$ cat config.mk
export PLATFORM = sky130hd
export DESIGN_NAME = ddr_read_dispatch_flat
export DESIGN_NICKNAME = d
export VERILOG_FILES = /design/src/rtl/ddr_read_dispatch_if.sv /design/src/rtl/ddr_read_dispatch.sv /design/src/flat_wrapper.sv
export SDC_FILE = /design/constraint.sdc
export NUM_CORES = 1
export LEC_CHECK = 0
export BUFFER_PORTS_ARGS = -buffer_cell sky130_fd_sc_hd__buf_2
export CORE_MARGIN = 4
export CORE_UTILIZATION = 51
export DETAILED_ROUTE_END_ITERATION = 16
export GPL_TIMING_DRIVEN = 1
export HOLD_SLACK_MARGIN = 0.06
export PLACE_DENSITY = 0.78
export SKIP_LAST_GASP = 1
export SYNTH_ARGS = -nofsm -noshare
export SYNTH_HDL_FRONTEND = slang
export SYNTH_SLANG_ARGS = --single-unit
export TNS_END_PERCENT = 100
$ cat constraint.sdc
create_clock -name clk -period 5.7 [get_ports clk]
set_input_delay 0.285 -clock clk [delete_from_list [all_inputs] [get_ports clk]]
set_output_delay 0.285 -clock clk [all_outputs]
set_load 0.005 [all_outputs]
$ cat src/rtl/ddr_read_dispatch_if.sv
`default_nettype none
// ============================================================================
// Module : ddr_read_dispatch_if
// Desc   : Instruction, receive-forward and dual DDR descriptor bus bundle for
//          the ddr2pe read dispatcher.
// Rev    : 1.0 - initial release
// ============================================================================
interface ddr_read_dispatch_if #(
    parameter int DDR_ADDR_W = 32,
    parameter int BURST_W    = 16,
    parameter int INST_W     = 64
);
    logic [7:0]            in_img_width;
    logic [7:0]            out_img_width;
    logic [3:0]            in_ch_seg;
    logic [3:0]            out_ch_seg;

    logic                  ins_valid;
    logic                  ins_ready;
    logic [INST_W-1:0]     ins;

    logic                  rx_ins_valid;
    logic                  rx_ins_ready;
    logic [INST_W-1:0]     rx_ins;

    logic                  ddr1_conf_valid;
    logic                  ddr1_conf_ready;
    logic [DDR_ADDR_W-1:0] ddr1_st_addr;
    logic [BURST_W-1:0]    ddr1_burst;
    logic [DDR_ADDR_W-1:0] ddr1_step;
    logic [BURST_W-1:0]    ddr1_burst_num;
    logic                  ddr1_done;

    logic                  ddr2_conf_valid;
    logic                  ddr2_conf_ready;
    logic [DDR_ADDR_W-1:0] ddr2_st_addr;
    logic [BURST_W-1:0]    ddr2_burst;
    logic [DDR_ADDR_W-1:0] ddr2_step;
    logic [BURST_W-1:0]    ddr2_burst_num;
    logic                  ddr2_done;

    // The dispatcher itself.
    modport slave (
        input  in_img_width, out_img_width, in_ch_seg, out_ch_seg,
        input  ins_valid, ins,
        output ins_ready,
        output rx_ins_valid, rx_ins,
        input  rx_ins_ready,
        output ddr1_conf_valid, ddr1_st_addr, ddr1_burst, ddr1_step, ddr1_burst_num,
        input  ddr1_conf_ready, ddr1_done,
        output ddr2_conf_valid, ddr2_st_addr, ddr2_burst, ddr2_step, ddr2_burst_num,
        input  ddr2_conf_ready, ddr2_done
    );

    // Scheduler, DDR read engines and data-receive module.
    modport master (
        output in_img_width, out_img_width, in_ch_seg, out_ch_seg,
        output ins_valid, ins,
        input  ins_ready,
        input  rx_ins_valid, rx_ins,
        output rx_ins_ready,
        input  ddr1_conf_valid, ddr1_st_addr, ddr1_burst, ddr1_step, ddr1_burst_num,
        output ddr1_conf_ready, ddr1_done,
        input  ddr2_conf_valid, ddr2_st_addr, ddr2_burst, ddr2_step, ddr2_burst_num,
        output ddr2_conf_ready, ddr2_done
    );
endinterface
`default_nettype wire

$ cat src/rtl/ddr_read_dispatch.sv
`default_nettype none
// ============================================================================
// Module : ddr_read_dispatch
// Desc   : Queued DDR read-configuration dispatcher; decodes each instruction
//          into a burst descriptor for DDR read channel 1 or 2, forwards it to
//          the receive side and retires it on channel completion.
//          Optional macro DDR_RD_STAT_EN adds the stat_retired counter.
// Rev    : 1.0 - initial release
// ============================================================================
module ddr_read_dispatch #(
    parameter int DDR_ADDR_W = 32,
    parameter int BURST_W    = 16,
    parameter int INST_W     = 64,
    parameter int TD_RATE    = 4,
    parameter int Q_DEPTH    = 4
) (
    input  logic        clk,
    input  logic        rst,
`ifdef DDR_RD_STAT_EN
    output logic [15:0] stat_retired,
`endif
    ddr_read_dispatch_if.slave bus
);

    localparam int PTR_W = (Q_DEPTH > 1) ? $clog2(Q_DEPTH) : 1;
    localparam int CNT_W = PTR_W + 1;

    localparam logic [1:0] CH_NONE = 2'd0;
    localparam logic [1:0] CH_1    = 2'd1;
    localparam logic [1:0] CH_2    = 2'd2;

    typedef enum logic [1:0] {
        ST_IDLE     = 2'd0,
        ST_DISPATCH = 2'd1,
        ST_WAIT     = 2'd2
    } state_t;

    // ------------------------------------------------------------------
    // Instruction queue
    // ------------------------------------------------------------------
    logic [INST_W-1:0] mem_q [Q_DEPTH];
    logic [PTR_W-1:0]  wr_ptr_q, wr_ptr_d;
    logic [PTR_W-1:0]  rd_ptr_q, rd_ptr_d;
    logic [CNT_W-1:0]  count_q, count_d;
    logic              ins_ready_q, ins_ready_d;
    logic              w_push;
    logic              w_pop;
    logic [INST_W-1:0] w_head;

    assign w_push        = bus.ins_valid && ins_ready_q;
    assign w_head        = mem_q[rd_ptr_q];
    assign bus.ins_ready = ins_ready_q;

    always_comb begin
        wr_ptr_d = wr_ptr_q;
        rd_ptr_d = rd_ptr_q;
        count_d  = count_q;
        if (w_push) wr_ptr_d = wr_ptr_q + PTR_W'(1);
        if (w_pop)  rd_ptr_d = rd_ptr_q + PTR_W'(1);
        case ({w_push, w_pop})
            2'b10:   count_d = count_q + CNT_W'(1);
            2'b01:   count_d = count_q - CNT_W'(1);
            default: count_d = count_q;
        endcase
        // Readiness comes from the registered count, so a full queue never
        // accepts even when it pops in the same cycle.
        ins_ready_d = (count_d < CNT_W'(Q_DEPTH));
    end

    always_ff @(posedge clk) begin
        if (w_push) mem_q[wr_ptr_q] <= bus.ins;
    end

    always_ff @(posedge clk) begin
        if (rst) begin
            wr_ptr_q    <= '0;
            rd_ptr_q    <= '0;
            count_q     <= '0;
            ins_ready_q <= 1'b1;
        end else begin
            wr_ptr_q    <= wr_ptr_d;
            rd_ptr_q    <= rd_ptr_d;
            count_q     <= count_d;
            ins_ready_q <= ins_ready_d;
        end
    end

    // ------------------------------------------------------------------
    // Decode of the queue head
    // ------------------------------------------------------------------
    logic [3:0]            w_op;
    logic [4:0]            w_pix1;
    logic [8:0]            w_size1;
    logic [8:0]            w_in_burst_p, w_out_burst_p;
    logic [12:0]           w_in_step_p, w_out_step_p;
    logic [43:0]           w_td_p;
    logic [1:0]            w_tgt;
    logic [BURST_W-1:0]    w_burst;
    logic [DDR_ADDR_W-1:0] w_step;
    logic [BURST_W-1:0]    w_bnum;
    logic [DDR_ADDR_W-1:0] w_addr;
    logic                  w_unused_bits;

    assign w_op          = w_head[61:58];
    assign w_pix1        = {1'b0, w_head[43:40]} + 5'd1;
    assign w_size1       = {1'b0, w_head[39:32]} + 9'd1;
    assign w_in_burst_p  = 9'(w_pix1) * 9'(bus.in_ch_seg);
    assign w_out_burst_p = 9'(w_pix1) * 9'(bus.out_ch_seg);
    assign w_in_step_p   = 13'(w_pix1) * 13'(bus.in_img_width);
    assign w_out_step_p  = 13'(w_pix1) * 13'(bus.out_img_width);
    assign w_td_p        = 44'(w_head[51:40]) * 44'(TD_RATE);
    assign w_addr        = DDR_ADDR_W'(w_head[31:0]);
    assign w_unused_bits = ^{w_head[INST_W-1:62], w_head[57:52]};

    // 0100 and 0111 are carved out of their opcode groups, so test them first.
    always_comb begin
        w_tgt   = CH_NONE;
        w_burst = '0;
        w_step  = '0;
        w_bnum  = '0;
        if (w_op == 4'b0100) begin
            w_tgt   = CH_1;
            w_burst = BURST_W'(w_size1);
        end else if (w_op == 4'b0111) begin
            w_tgt   = CH_2;
            w_burst = BURST_W'({w_out_burst_p, 5'b0});
            w_step  = DDR_ADDR_W'({w_out_step_p, 5'b0});
            w_bnum  = BURST_W'(w_head[47:44]);
        end else if (w_op[3:2] == 2'b00) begin
            w_tgt   = CH_1;
            w_burst = BURST_W'({w_in_burst_p, 5'b0});
            w_step  = DDR_ADDR_W'({w_in_step_p, 5'b0});
            w_bnum  = BURST_W'(w_head[47:44]);
        end else if (w_op[3:2] == 2'b01) begin
            w_tgt   = CH_2;
            w_burst = w_op[1] ? BURST_W'(w_td_p) : BURST_W'(w_head[51:40]);
        end
    end

    // ------------------------------------------------------------------
    // Dispatch FSM and registered outputs
    // ------------------------------------------------------------------
    state_t                state_q, state_d;
    logic [1:0]            tgt_q, tgt_d;
    logic                  c1_valid_q, c1_valid_d;
    logic                  c2_valid_q, c2_valid_d;
    logic                  rx_valid_q, rx_valid_d;
    logic [INST_W-1:0]     rx_ins_q, rx_ins_d;
    logic [DDR_ADDR_W-1:0] d1_addr_q, d1_addr_d, d2_addr_q, d2_addr_d;
    logic [BURST_W-1:0]    d1_burst_q, d1_burst_d, d2_burst_q, d2_burst_d;
    logic [DDR_ADDR_W-1:0] d1_step_q, d1_step_d, d2_step_q, d2_step_d;
    logic [BURST_W-1:0]    d1_num_q, d1_num_d, d2_num_q, d2_num_d;

    always_ff @(posedge clk) begin
        if (rst) begin
            state_q    <= ST_IDLE;
            tgt_q      <= CH_NONE;
            c1_valid_q <= 1'b0;
            c2_valid_q <= 1'b0;
            rx_valid_q <= 1'b0;
            rx_ins_q   <= '0;
            d1_addr_q  <= '0;
            d1_burst_q <= '0;
            d1_step_q  <= '0;
            d1_num_q   <= '0;
            d2_addr_q  <= '0;
            d2_burst_q <= '0;
            d2_step_q  <= '0;
            d2_num_q   <= '0;
        end else begin
            state_q    <= state_d;
            tgt_q      <= tgt_d;
            c1_valid_q <= c1_valid_d;
            c2_valid_q <= c2_valid_d;
            rx_valid_q <= rx_valid_d;
            rx_ins_q   <= rx_ins_d;
            d1_addr_q  <= d1_addr_d;
            d1_burst_q <= d1_burst_d;
            d1_step_q  <= d1_step_d;
            d1_num_q   <= d1_num_d;
            d2_addr_q  <= d2_addr_d;
            d2_burst_q <= d2_burst_d;
            d2_step_q  <= d2_step_d;
            d2_num_q   <= d2_num_d;
        end
    end

    always_comb begin
        state_d    = state_q;
        tgt_d      = tgt_q;
        c1_valid_d = c1_valid_q;
        c2_valid_d = c2_valid_q;
        rx_valid_d = rx_valid_q;
        rx_ins_d   = rx_ins_q;
        d1_addr_d  = d1_addr_q;
        d1_burst_d = d1_burst_q;
        d1_step_d  = d1_step_q;
        d1_num_d   = d1_num_q;
        d2_addr_d  = d2_addr_q;
        d2_burst_d = d2_burst_q;
        d2_step_d  = d2_step_q;
        d2_num_d   = d2_num_q;
        w_pop      = 1'b0;
        case (state_q)
            ST_IDLE: begin
                if (count_q != '0) begin
                    state_d    = ST_DISPATCH;
                    tgt_d      = w_tgt;
                    rx_ins_d   = w_head;
                    rx_valid_d = 1'b1;
                    // Only the target channel's descriptor is reloaded.
                    if (w_tgt == CH_1) begin
                        c1_valid_d = 1'b1;
                        d1_addr_d  = w_addr;
                        d1_burst_d = w_burst;
                        d1_step_d  = w_step;
                        d1_num_d   = w_bnum;
                    end else if (w_tgt == CH_2) begin
                        c2_valid_d = 1'b1;
                        d2_addr_d  = w_addr;
                        d2_burst_d = w_burst;
                        d2_step_d  = w_step;
                        d2_num_d   = w_bnum;
                    end
                end
            end
            ST_DISPATCH: begin
                if (c1_valid_q && bus.ddr1_conf_ready) c1_valid_d = 1'b0;
                if (c2_valid_q && bus.ddr2_conf_ready) c2_valid_d = 1'b0;
                if (rx_valid_q && bus.rx_ins_ready)    rx_valid_d = 1'b0;
                if (!c1_valid_d && !c2_valid_d && !rx_valid_d) begin
                    if (tgt_q == CH_NONE) begin
                        w_pop   = 1'b1;
                        state_d = ST_IDLE;
                    end else begin
                        state_d = ST_WAIT;
                    end
                end
            end
            ST_WAIT: begin
                if ((tgt_q == CH_1 && bus.ddr1_done) || (tgt_q == CH_2 && bus.ddr2_done)) begin
                    w_pop   = 1'b1;
                    state_d = ST_IDLE;
                end
            end
            default: state_d = ST_IDLE;
        endcase
    end

    assign bus.rx_ins_valid    = rx_valid_q;
    assign bus.rx_ins          = rx_ins_q;
    assign bus.ddr1_conf_valid = c1_valid_q;
    assign bus.ddr1_st_addr    = d1_addr_q;
    assign bus.ddr1_burst      = d1_burst_q;
    assign bus.ddr1_step       = d1_step_q;
    assign bus.ddr1_burst_num  = d1_num_q;
    assign bus.ddr2_conf_valid = c2_valid_q;
    assign bus.ddr2_st_addr    = d2_addr_q;
    assign bus.ddr2_burst      = d2_burst_q;
    assign bus.ddr2_step       = d2_step_q;
    assign bus.ddr2_burst_num  = d2_num_q;

`ifdef DDR_RD_STAT_EN
    logic [15:0] stat_q, stat_d;

    always_comb begin
        stat_d = stat_q;
        if (w_pop && stat_q != 16'hFFFF) stat_d = stat_q + 16'd1;
    end

    always_ff @(posedge clk) begin
        if (rst) stat_q <= '0;
        else     stat_q <= stat_d;
    end

    assign stat_retired = stat_q;
`endif

endmodule
`default_nettype wire

$ cat src/flat_wrapper.sv
// flat-port wrapper written by rule: the top's interface ports become plain ports
module ddr_read_dispatch_flat 
#(
    parameter int DDR_ADDR_W = 32,
    parameter int BURST_W    = 16,
    parameter int INST_W     = 64,
    parameter int TD_RATE    = 4,
    parameter int Q_DEPTH    = 4
)
  (clk, rst, bus_in_img_width, bus_out_img_width, bus_in_ch_seg, bus_out_ch_seg, bus_ins_valid, bus_ins, bus_ins_ready, bus_rx_ins_valid, bus_rx_ins, bus_rx_ins_ready, bus_ddr1_conf_valid, bus_ddr1_st_addr, bus_ddr1_burst, bus_ddr1_step, bus_ddr1_burst_num, bus_ddr1_conf_ready, bus_ddr1_done, bus_ddr2_conf_valid, bus_ddr2_st_addr, bus_ddr2_burst, bus_ddr2_step, bus_ddr2_burst_num, bus_ddr2_conf_ready, bus_ddr2_done);
  ddr_read_dispatch_if #(.DDR_ADDR_W(DDR_ADDR_W), .BURST_W(BURST_W), .INST_W(INST_W)) bus_i ();
  input  logic clk;
  input  logic rst;
  input wire logic [$bits(bus_i.in_img_width)-1:0] bus_in_img_width;
  input wire logic [$bits(bus_i.out_img_width)-1:0] bus_out_img_width;
  input wire logic [$bits(bus_i.in_ch_seg)-1:0] bus_in_ch_seg;
  input wire logic [$bits(bus_i.out_ch_seg)-1:0] bus_out_ch_seg;
  input wire logic [$bits(bus_i.ins_valid)-1:0] bus_ins_valid;
  input wire logic [$bits(bus_i.ins)-1:0] bus_ins;
  output wire logic [$bits(bus_i.ins_ready)-1:0] bus_ins_ready;
  output wire logic [$bits(bus_i.rx_ins_valid)-1:0] bus_rx_ins_valid;
  output wire logic [$bits(bus_i.rx_ins)-1:0] bus_rx_ins;
  input wire logic [$bits(bus_i.rx_ins_ready)-1:0] bus_rx_ins_ready;
  output wire logic [$bits(bus_i.ddr1_conf_valid)-1:0] bus_ddr1_conf_valid;
  output wire logic [$bits(bus_i.ddr1_st_addr)-1:0] bus_ddr1_st_addr;
  output wire logic [$bits(bus_i.ddr1_burst)-1:0] bus_ddr1_burst;
  output wire logic [$bits(bus_i.ddr1_step)-1:0] bus_ddr1_step;
  output wire logic [$bits(bus_i.ddr1_burst_num)-1:0] bus_ddr1_burst_num;
  input wire logic [$bits(bus_i.ddr1_conf_ready)-1:0] bus_ddr1_conf_ready;
  input wire logic [$bits(bus_i.ddr1_done)-1:0] bus_ddr1_done;
  output wire logic [$bits(bus_i.ddr2_conf_valid)-1:0] bus_ddr2_conf_valid;
  output wire logic [$bits(bus_i.ddr2_st_addr)-1:0] bus_ddr2_st_addr;
  output wire logic [$bits(bus_i.ddr2_burst)-1:0] bus_ddr2_burst;
  output wire logic [$bits(bus_i.ddr2_step)-1:0] bus_ddr2_step;
  output wire logic [$bits(bus_i.ddr2_burst_num)-1:0] bus_ddr2_burst_num;
  input wire logic [$bits(bus_i.ddr2_conf_ready)-1:0] bus_ddr2_conf_ready;
  input wire logic [$bits(bus_i.ddr2_done)-1:0] bus_ddr2_done;
  assign bus_i.in_img_width = bus_in_img_width;
  assign bus_i.out_img_width = bus_out_img_width;
  assign bus_i.in_ch_seg = bus_in_ch_seg;
  assign bus_i.out_ch_seg = bus_out_ch_seg;
  assign bus_i.ins_valid = bus_ins_valid;
  assign bus_i.ins = bus_ins;
  assign bus_ins_ready = bus_i.ins_ready;
  assign bus_rx_ins_valid = bus_i.rx_ins_valid;
  assign bus_rx_ins = bus_i.rx_ins;
  assign bus_i.rx_ins_ready = bus_rx_ins_ready;
  assign bus_ddr1_conf_valid = bus_i.ddr1_conf_valid;
  assign bus_ddr1_st_addr = bus_i.ddr1_st_addr;
  assign bus_ddr1_burst = bus_i.ddr1_burst;
  assign bus_ddr1_step = bus_i.ddr1_step;
  assign bus_ddr1_burst_num = bus_i.ddr1_burst_num;
  assign bus_i.ddr1_conf_ready = bus_ddr1_conf_ready;
  assign bus_i.ddr1_done = bus_ddr1_done;
  assign bus_ddr2_conf_valid = bus_i.ddr2_conf_valid;
  assign bus_ddr2_st_addr = bus_i.ddr2_st_addr;
  assign bus_ddr2_burst = bus_i.ddr2_burst;
  assign bus_ddr2_step = bus_i.ddr2_step;
  assign bus_ddr2_burst_num = bus_i.ddr2_burst_num;
  assign bus_i.ddr2_conf_ready = bus_ddr2_conf_ready;
  assign bus_i.ddr2_done = bus_ddr2_done;
  ddr_read_dispatch #(.DDR_ADDR_W(DDR_ADDR_W), .BURST_W(BURST_W), .INST_W(INST_W), .TD_RATE(TD_RATE), .Q_DEPTH(Q_DEPTH)) u_core (.clk(clk), .rst(rst), .bus(bus_i));
endmodule
==> metrics.md <==
| Metric | Value |
|---|---|
| Worst EP required | 6.17 ns |
| Final ANT Viol Nets | 0 |
| Max_cap viols | 0 |
| Minimum hold slack | 0.285 ns |
| Io pins | 356 |
| Core Rows | 74 |
| Number of global-route vias before repair | 15400 |
| Port bufs | 289 |
| Family with the most delay on the worst path | adder cells |
| Synth unique cells | 68 |
| Internal | 7.55 mW |
| Number of flops mapped to enable cells by yosys | 256 |
| Post-route cell area | 0.0251 mm2 |
| Most common cell after layout, fill and taps aside | buf_2 |
| Share of layout cells above drive strength 1 | 21.3% |
| First-pass GRT wire length | 87200 um |
| CP cell instances | mux4_2 -> ha_1 -> and3_1 -> and2_1 -> fa_1 -> fa_1 -> inv_1 -> fa_1 -> inv_1 -> ha_1 -> o21ai_0 -> o21bai_1 -> a2111oi_0 -> nor3_1 -> nand3b_1 -> a211oi_1 |
| Slew Limit Fails | 0 |
| Register area share after synthesis | 55.6% |
| GR Overflow Total | 0 |
| Flip-flop and latch count after synthesis | 463 |
| Total track usage | 24.9% |
| Area occupied by multi-input gates | 0.00849 mm2 |
| Starting density of the core | 51.9% |
| Routed WL | 58000 um |
| Least-Margin Pin Slew | 1.13 ns |
| Critical path class | reg -> reg |
| Fraction of registers with async set/reset | 0% |
| Most common cell on crit path | fa_1 |
| Die width | 212 um |
| RSZ-0062 raised after global routing | false |
| Syn avg cell area | 11.8 um2 |
| CP arrival | 5.83 ns |
| Worst clock skew | 0.0335 ns |
| Maximum vdd drop | 0.379 mV |
| DP Cell Count | 2558 |
| Endpoints failing setup | 0 |
| Fin cells | 2714 |
| FMAX | 0.186 GHz |
| P&R area growth vs syn | 17.9% |
| Initial DRC count | 1282 |
| Final Cycle Share | 94.1% |
| Setup crit start kind | flip-flop |
| Most frequent cells in the layout | buf_2 (288), edfxtp_1 (256), nand2_1 (252), dfxtp_1 (205), a21oi_1 (157) |
| Clock period minus worst slack | 5.36 ns |
| Seq pwr share | 36.6% |
| H-tree levels | 2 |
| Crit path largest cell delay | 0.62 ns |
| Critical path endpoint category | flip-flop |
| Combinational power share | 39.1% |
| First-pass DRT Iterations | 5 |
| Status | completed |
| TritonCTS clock tree | yes |
| Clock sinks | 463 |
| Top FF cell, synth | edfxtp_1 |
| Slew HR | 24.2% |
| Slowest CP cell | a2111oi_0 |
| Final Wtd Congestion | 0.931 |
| CORE AREA | 0.0410 mm2 |
| Switching power | 4.47 mW |
| Antenna violations before repair | 2 |
| Via count | 15300 |
| Postcts setup bufs | 0 |
| CTS Buffer Depth | 3 |
| Latest clock arrival within the worst-skew pair | 0.57 ns |
| DR vias/cell | 5.66 |
| Syn. warnings | 0 |
| NumNets Final | 2366 |
| Routed len/inst | 21.4 um |
| CTS root buffer | clkbuf_16 |
| PD cells | 479 mW/mm2 |
| Die area | 0.0451 mm2 |
| Switching share of power | 37.2% |
| # DRC | 0 |
| Worst-path fanout max | 11 |
| Sequential cell area | 0.0118 mm2 |
| Critical path buffer and inverter count | 2 |
| Mapped Area | 0.0213 mm2 |
| Largest net degree at the start of global routing | 118 |
| Post-Syn Instances | 1811 |
| Fillers | 3128 |
| Pleak | 10.1 nW |
| Util after Layout | 61.2% |
| CTS buffer count | 47 |
| HPWL after DPL | 38100 um |
| Part of the power in the clock network | 24.4% |
| Final Hold Fails | 0 |
| CTS clk-pin slew, worst paths | 0.07 ns |
| Hold Crit Class | in -> reg |
| Die height | 212 um |
| DP Area | 0.0229 mm2 |
| Setup_tns | 0 ns |
==> final cells by class <==
cell class                 count  area share (%)
sequential                   463            47.2
multi-input combinational   1166            33.9
timing repair buffer         377            9.10
clock buffer                  67            5.32
tap                          532            2.65
inverter                      88            1.32
clock inverter                20           0.568
antenna                        1         0.00997
==> cell families (layout without fill, tap and decap cells) <==
kind of cell	count (synthesis)	in the layout	share of synthesized area, %
buffers and inverters	247	552	5.93
AND/OR/NAND/NOR	548	548	11.5
adder cells (fa/ha/maj)	127	127	9.19
other	1	67	0.0176
flip-flops	463	463	55.6
AO/OA/AOI/OAI	320	320	9.27
multiplexers	77	77	7.34
XOR/XNOR	28	28	1.15
==> flip-flops by register name (all words and copies together) (netlist names), 3 cells and up, named ones only <==
| register | cells |
|---|---|
| u_core.bus.ddr1_burst | 14 |
| u_core.bus.ddr1_burst_num | 4 |
| u_core.bus.ddr2_burst_num | 4 |
| u_core.bus.ddr2_st_addr | 32 |
| u_core.mem_q | 256 |
| u_core.bus.ddr1_st_addr | 32 |
| u_core.count_q | 3 |
| u_core.bus.rx_ins | 64 |
| u_core.bus.ddr2_burst | 14 |
| u_core.bus.ddr2_step | 13 |
| u_core.bus.ddr1_step | 13 |
==> synthesized netlist by cell type, types with 3 or more instances <==
cell / instances / area (um2)
a211oi_1: 25 / 188
a211oi_2: 3 / 37.5
a21o_1: 11 / 82.6
a21oi_1: 157 / 786
a22oi_1: 14 / 105
a32oi_1: 3 / 26.3
and2_1: 63 / 394
and3_1: 7 / 43.8
buf_2: 28 / 140
buf_4: 68 / 510
buf_6: 6 / 67.6
clkbuf_1: 57 / 214
dfxtp_1: 207 / 4140
edfxtp_1: 256 / 7690
fa_1: 49 / 981
ha_1: 78 / 976
inv_1: 88 / 330
mux2i_1: 12 / 120
mux4_2: 63 / 1420
nand2_1: 252 / 946
nand2b_1: 5 / 31.3
nand3_1: 14 / 70.1
nand3b_1: 16 / 120
nand4_1: 4 / 25.0
nor2_1: 148 / 556
nor2b_1: 13 / 81.3
nor3_1: 8 / 40.0
nor3b_1: 3 / 22.5
o211ai_1: 5 / 37.5
o21a_1: 5 / 37.5
o21ai_0: 35 / 175
o21ai_1: 8 / 40.0
o21bai_1: 22 / 165
o31ai_1: 4 / 30.0
or3_1: 6 / 37.5
xnor2_1: 18 / 158
xor2_1: 10 / 87.6
==> through the flow <==
| step | power, mW | setup WS [ns] |
|---|---|---|
| 2_1_floorplan | 7.48 | 0.0679 |
| 3_3_place_gp | 8.82 | 0.504 |
| 3_5_place_dp | 8.98 | 0.369 |
| 4_1_cts | 12.0 | 0.322 |
| 5_1_grt | 12.7 | 0.0642 |
| 6_report | 12.0 | 0.337 |
==> what timing repair did <==
item | 4_1_cts | 5_1_grt
setup endpoints to repair | 0 | 3
hold buffers | 68 | 0
gates resized for setup | 0 | 1
hold endpoints to repair | 260 | 0
==> per-layer routing <==
| metal | share of wire, % | track usage [%] | vias to the layer above |
|---|---|---|---|
| met5 | 0.022 | 0 | - |
| met4 | 3.2 | 8.62 | 2 |
| met3 | 9.4 | 6.39 | 129 |
| met2 | 49 | 41.5 | 750 |
| met1 | 39 | 32.0 | 7565 |
| li1 | - | - | 6903 |
==> final timing paths <==
check	start	to	slack [ns]	cells after the start
setup / recovery	flip-flop	u_core.bus.ddr2_step[14]	0.34	16
hold / removal	bus_in_ch_seg[0]	u_core.bus.ddr2_burst[5]	0.28	5
hold reg to reg	u_core.bus.ddr1_st_addr[11]	u_core.bus.ddr1_st_addr[11]	0.45	2
setup reg to reg	flip-flop	u_core.bus.ddr2_step[14]	0.34	16
==> tightest hold or removal path: stages <==
cell and delay (ns):
buf_2 0.14, nand2_1 0.07, a211oi_1 0.06, o21ai_1 0.16, o21ai_1 0.08
==> power groups by stage <==
stage	Clock, mW	Sequential [mW]	Combinational, mW
4_1_cts	2.96	4.38	4.63
3_3_place_gp	0	4.41	4.41
6_report	2.93	4.39	4.70
5_1_grt	3.12	4.44	5.18
3_5_place_dp	0	4.44	4.54
2_1_floorplan	0	4.43	3.05
No activity file was read; power rests on OpenSTA's default activity.
